## config.mk

```make
export PLATFORM = sky130hd
export DESIGN_NAME = micro_sequencer
export DESIGN_NICKNAME = d
export VERILOG_FILES = /design/src/rtl/micro_sequencer.sv
export SDC_FILE = /design/constraint.sdc
export NUM_CORES = 1
export LEC_CHECK = 0
export ABC_CLOCK_PERIOD_IN_PS = 3030
export BUFFER_PORTS_ARGS = -buffer_cell sky130_fd_sc_hd__buf_4
export CAP_MARGIN = 20
export CORE_UTILIZATION = 35
export CTS_CLUSTER_SIZE = 30
export DETAILED_ROUTE_END_ITERATION = 8
export PLACE_DENSITY = 0.68
export SLEW_MARGIN = 20
export SYNTH_ARGS = -nofsm -noshare
export SYNTH_HDL_FRONTEND = slang
export SYNTH_SLANG_ARGS = --single-unit
```

## constraint.sdc

```tcl
create_clock -name MSEQ_CLOCK_50 -period 3.03 [get_ports MSEQ_CLOCK_50]
set_clock_uncertainty 0.2 [all_clocks]
set_input_delay 0.303 -clock MSEQ_CLOCK_50 [delete_from_list [all_inputs] [get_ports MSEQ_CLOCK_50]]
set_output_delay 0.303 -clock MSEQ_CLOCK_50 [all_outputs]
set_load 0.02 [all_outputs]
```

## src/rtl/micro_sequencer.sv

```systemverilog
// Microprogram sequencer: owns the control-store address register and steps it
// by Next/Jump/Decode, with memory-wait stall, halt and a committed-word counter.
module micro_sequencer #(
  parameter int ADDR_WIDTH = 11,
  parameter int CNT_WIDTH  = 16
) (
  input  logic                  MSEQ_CLOCK_50,
  input  logic                  MSEQ_RESET_InLow,
  input  logic [1:0]            MSEQ_SEL_IN,
  input  logic [ADDR_WIDTH-1:0] MSEQ_JADDR_IN,
  input  logic [1:0]            MSEQ_IR_OP_IN,
  input  logic [5:0]            MSEQ_IR_OP3_IN,
  input  logic                  MSEQ_STALL_IN,
  input  logic                  MSEQ_HALT_IN,
  output logic [ADDR_WIDTH-1:0] MSEQ_ADDR_OUT,
  output logic                  MSEQ_EXEC_OUT,
  output logic                  MSEQ_HALTED_OUT,
  output logic                  MSEQ_ERR_OUT,
  output logic [CNT_WIDTH-1:0]  MSEQ_CNT_OUT
);

  typedef enum logic [1:0] {ST_INIT, ST_RUN, ST_STALL, ST_HALT} state_t;

  state_t                state, next_state;
  logic [ADDR_WIDTH-1:0] csar, csar_next, decode_addr;
  logic [CNT_WIDTH-1:0]  cnt;
  logic                  err, err_next, halted, exec, commit;

  // Decode target is the opcode-indexed dispatch table in the upper half of the store
  always_comb begin
    decode_addr       = '0;
    decode_addr[10:0] = {1'b1, MSEQ_IR_OP_IN, MSEQ_IR_OP3_IN, 2'b00};
  end

  always_comb begin
    next_state = state;
    csar_next  = csar;
    err_next   = err;
    exec       = 1'b0;
    commit     = 1'b0;
    case (state)
      ST_INIT: next_state = ST_RUN;
      ST_RUN: begin
        exec = !MSEQ_STALL_IN;
        if (MSEQ_HALT_IN) begin
          next_state = ST_HALT;
        end else if (MSEQ_STALL_IN) begin
          next_state = ST_STALL;
        end else begin
          commit = 1'b1;
          case (MSEQ_SEL_IN)
            2'b00:   csar_next = csar + 1'b1;
            2'b01:   csar_next = MSEQ_JADDR_IN;
            2'b10:   csar_next = decode_addr;
            default: err_next  = 1'b1;
          endcase
        end
      end
      ST_STALL: begin
        if (MSEQ_HALT_IN)       next_state = ST_HALT;
        else if (!MSEQ_STALL_IN) next_state = ST_RUN;
      end
      ST_HALT: next_state = ST_HALT;
      default: next_state = ST_INIT;
    endcase
  end

  always_ff @(posedge MSEQ_CLOCK_50 or negedge MSEQ_RESET_InLow) begin
    if (!MSEQ_RESET_InLow) begin
      state  <= ST_INIT;
      csar   <= '0;
      cnt    <= '0;
      err    <= 1'b0;
      halted <= 1'b0;
    end else begin
      state  <= next_state;
      csar   <= csar_next;
      err    <= err_next;
      halted <= (next_state == ST_HALT);
      if (commit) cnt <= cnt + 1'b1;
    end
  end

  assign MSEQ_ADDR_OUT   = csar;
  assign MSEQ_EXEC_OUT   = exec;
  assign MSEQ_HALTED_OUT = halted;
  assign MSEQ_ERR_OUT    = err;
  assign MSEQ_CNT_OUT    = cnt;

endmodule

```

# Yosys cells after proc, flatten, opt, wreduce, memory -nomap -nowiden
# Cells that the tools add are included.
[totals]
wordCells = 33
reg_bits = 31
input_bits = 25
[classes]
n_mux = 10
n_addsub = 2
reduce_logical = 7
n_eq_ne = 6
bitwise = 3
[ops]
columns = ["op", "n"]
rows = [
  ["$pmux W11 S3", 1],
  ["$add A16 B1 Y16 const B", 1],
  ["$add A11 B1 Y11 const B", 1],
  ["$eq A2 B2 Y1 const B", 4],
  ["$mux W2", 4],
  ["$pmux W2 S4", 1],
  ["$reduce_and A4 Y1", 2],
  ["$eq A2 B1 Y1 const B", 2],
  ["$logic_not A2 Y1", 2],
  ["$mux W1", 4],
  ["$not A1 Y1", 3],
  ["$reduce_bool A3 Y1", 1],
  ["$reduce_or A3 Y1", 1],
  ["$logic_not A1 Y1", 1],
]

# Longest topological paths before layout
[logic_depth]
ltp_word = 4
depth_mapped = 8
depth_no_buf = 6

# Least setup slack after synthesis
# Ideal clock, no wire load.
[synth_timing]
kind = "reg2reg"
from = "reg state[1]"
to = "reg csar[5] (netlist: MSEQ_ADDR_OUT[5])"
path_slack_ns = 1.048
t_arrival_ns = 1.658
n_path_buf = 2
period_less_slack_ns = 1.982
path_stages_with_launch = 6
path_cell_list = "dfrtp_1 -> nor4b_1 -> nand2b_1 -> buf_2 -> buf_2 -> a211o_1"
[synth_via]
elab_chain_cells = 2
[synth_rtl]
columns = ["item", "line_no", "rtl"]
rows = [
  ["start: declaration", "24", "state_t state, next_state;"],
  ["start signal: assignment", "76", "state <= next_state;"],
  ["$eq A2 B1 Y1", "41", "case (state)"],
  ["$reduce_and A4 Y1 (no source line)", "--", ""],
  ["end signal: assignment", "77", "csar <= csar_next;"],
  ["end: declaration", "25", "logic [ADDR_WIDTH-1:0] csar, csar_next, decode_addr;"],
]
# Every way passes these cells.
# A chain may end at the register's enable or synchronous reset.

# Worst setup path in the final report
[layout_timing]
from = "reg state[1]"
to = "reg csar[9] (netlist: MSEQ_ADDR_OUT[9])"
# Same word-level chain as after synthesis.

==> reports/results.txt <==
The flow ran to the end, and the final reports show no timing, DRC or antenna violations. The min-delay analysis places its worst path in the category in -> reg. Once the clock tree was built, the setup fixing pass inserted 0 buffers.

The setup path with the least slack is of type reg -> reg. The tools report the number of sinks handled by clock tree synthesis as 31. Required time of the critical path: 2.95 ns.

The starting DRC count in detailed routing was 69; the mean instance size in the synthesized netlist was 9.83 um2. The worst setup path is launched from a flip-flop. Of the post-synthesis cell area, the part taken by muxes is 0%.

Measured against its own limit, the worst slew margin works out to 48.0%. After synthesis, the largest family of logic cells by area is simple AND/OR/NAND/NOR gates. The number of flops mapped to enable cells by yosys is 0, and the largest buffer count on any clock path is 2. The tools report the initial antenna violation count as 0. By instance count, the leading cell after synthesis is dfrtp_1.

Net count reported at finish: 250. The initialized floorplan defines 24 standard-cell rows. The count of unique library cells instantiated by Yosys came out at 39. The tools report the total overflow reported by the global router as 0. The overall die width was 70.9 um. The mean number of vias per cell works out to 5.37. The uppermost signal routing layer after detailed routing was met4.

For the met1 layer wirelength in the final routing, the log shows 1.82 mm. Setup repair after global routing left no endpoint under its margin. Buffers placed on the I/O ports in this run total 54. The worst ir drop on vdd was 193 uV; the area of the placeable core was 4440 um2. The final route contains 1461 vias. The run gives 0 as the number of design rule violations left after detail routing.

At the worst endpoint, the arrival time is 2.40 ns. The clock transition at the register clock pins on the worst setup and hold paths after CTS works out to 0.06 ns. The most used flip-flop cell after synthesis is dfrtp_1. The total length of routed wires is 3.86 mm. Total count of max-transition violations in the final report: 0.

Largest driver fanout on the critical path: 17. The first global-routing pass estimated 6.62 mm of wire. In the final timing run, aggregate negative setup slack is 0 ns. The filler cells instantiated in the layout total 446.

For the post-route cell area, the log shows 2180 um2. Cells with a size suffix above 1 make up 29.1% of the layout. The tools report the effective utilization at floorplan as 37.4%. The first-pass iteration count of the detailed router is 6, and the remaining number of nets flagged by the antenna check after routing is 0. Along the worst hold path, the cell count comes to 2. Total routing resource utilization after global routing: 16.9%.

Detailed routing placed a total of 1.86 mm of wire on met2. The synthesized design devotes to its leading area cell type 46.7% of total area. Entering global routing, the biggest net connects 32 pins. Counting every net in the synthesized netlist gives 199. Of the total synthesized cell area, the portion taken by full adders, half adders and majority gates is 4.37%. TritonCTS created 5 clock buffers. At the pin with the least slew margin, the transition time is 0.769 ns. After detailed placement, the total cell area comes to 2090 um2. The placer congestion estimate is 0.772.

By count the netlist is led by dfrtp_1 (31), nand2_1 (15), xnor2_1 (13). Counting flops and latches in the post-synthesis netlist gives 31. Top cell type by total area after synthesis: dfrtp_1.

The tools report the I/O pin count as 55. The depth of the worst register-to-register path works out to 4. The area growth from synthesis to layout is 31.4%.

Detailed placement finished with a half-perimeter wire length of 2.89 mm. The synthesized netlist devotes 17.2% of its cell area to compound gates. The tools report the critical path endpoint category as a flip-flop.

By area the synthesized netlist is led by dfrtp_1 (47%), xnor2_1 (6.9%), ha_1 (3.8%), nand2_1 (3.4%), nand3_1 (2.4%). Synthesized netlist cell count: 169. The reported max-cap violation count came out at 0. Number of global-route vias before repair: 1318.

TritonCTS built the clock tree. In this run the static leakage power is 1.00 nW. During synthesis, Yosys emitted a total of 0 warnings. In the detailed route, the total length drawn on met3 is 117 um. After synthesis, the share of flip-flops with an asynchronous set or reset is 100%. Dividing the detail-routed wire length by the instance count gives 14.2 um. For this design the ratio of total power to cell area is 386 nW/um2. For the worst-skew pair, the clock arrives at the later sink with an insertion delay of 0.27 ns. For the total of endpoints with negative setup slack in the final report, the log shows 0.

After Yosys synthesis, and, or, nand and nor cells account for 19.0% of the synthesized area. The portion of the clock cycle consumed by the worst path in the final layout was 82.0%. For the final hold violation count, the log shows 0.

The vertical extent of the die works out to 70.9 um. The die outline area was 5030 um2; the xor/xnor cell area share of the yosys netlist was 8.43%. In this run the clock root is driven by a clkbuf_8. The total standard cell area after synthesis was 1660 um2; the clock period minus worst slack was 2.48 ns. Based on the critical path, the design can be clocked at up to 0.403 GHz.

For this run, the register share of the synthesized area comes to 46.7%. CTS built an H-tree with a depth of 2. The number of antenna diodes in the final layout is 0.
==> path summary, 6_finish.rpt <==
check                            startpoint          endpoint  slack [ns]
setup / recovery                   state[1]  MSEQ_ADDR_OUT[9]        0.55
hold / removal                MSEQ_STALL_IN          state[0]        0.06
setup reg to reg                   state[1]  MSEQ_ADDR_OUT[9]        0.55
hold reg to reg                MSEQ_ERR_OUT      MSEQ_ERR_OUT        0.26
max in group asynchronous  MSEQ_RESET_InLow  MSEQ_ADDR_OUT[2]        2.03
min in group asynchronous  MSEQ_RESET_InLow  MSEQ_ADDR_OUT[0]        0.31
==> flip-flops by register name (all words and copies together) (netlist names) <==
| name | flops |
|---|---|
| MSEQ_HALTED_OUT | 1 |
| MSEQ_CNT_OUT | 16 |
| MSEQ_ADDR_OUT | 11 |
| state | 2 |
| MSEQ_ERR_OUT | 1 |
==> worst max-delay path, cell delays in order (launching register included) <==
cell and delay [ns]:
dfrtp_1 0.44, nor4b_1 0.71, nand2b_1 0.53, nor4_1 0.36, a311oi_1 0.09
==> cell type report <==
type                       count  area [um2]  area share [%]
multi-input combinational    120         813            37.2
sequential                    31         776            35.5
timing repair buffer          55         415            19.0
clock buffer                   6        82.6            3.78
tap                           52        65.1            2.98
inverter                       7        26.3            1.20
clock inverter                 1        5.00           0.229
==> power breakdown <==
group	internal, W	switching (W)
combinational	0.0000469	0.0000511
sequential	0.000420	0.00000689
clock	0.000178	0.000141
total	0.000644	0.000199
==> kinds of logic after synthesis <==
kind of cell	after synthesis
buf+inv	18
flops	31
simple gates	59
fa+ha+maj	6
xor+xnor	16
compound gates	39
==> timing repair <==
item	in CTS	in global routing
hold buffers	1	0
hold endpoints to repair	31	0
gates resized for setup	0	0
==> per-layer routing <==
metal,vias up,track usage (%)
li1,724,-
met1,699,23.7
met2,31,26.1
met3,7,2.56
met4,0,7.33
met5,-,0
==> metrics by stage <==
stage               power [W]  worst slack [ns]  std cells  hold WS, ns  util, %
floorplan            0.000479              1.05        169       -0.193        -
global placement     0.000532             0.636        264       0.0657     46.9
detailed placement   0.000532             0.545        264       0.0683     46.9
CTS                  0.000856             0.527        272       0.0482     49.1
global route         0.000885             0.238        272       0.0601     49.1
finish               0.000843             0.547        272       0.0585     49.1
==> cell usage in the layout, fill, tap and decap left out, types with 4 or more instances in the layout <==
| cell type | synthesis | layout |
|---|---|---|
| buf_4 | 0 | 54 |
| dfrtp_1 | 31 | 31 |
| nand2_1 | 15 | 15 |
| xnor2_1 | 13 | 13 |
| nand3_1 | 8 | 8 |
| inv_1 | 7 | 7 |
| nor2_1 | 7 | 7 |
| a21oi_1 | 7 | 7 |
| o21ai_0 | 6 | 6 |
| clkbuf_8 | 0 | 6 |
| nand4_1 | 5 | 5 |
| nor3_1 | 5 | 5 |
| ha_1 | 5 | 5 |
| and3_1 | 4 | 4 |
| nor4_1 | 4 | 4 |
| a31oi_1 | 4 | 4 |
| a221oi_1 | 4 | 4 |
| a311oi_1 | 4 | 4 |
Power figures use the tool's default switching activity.
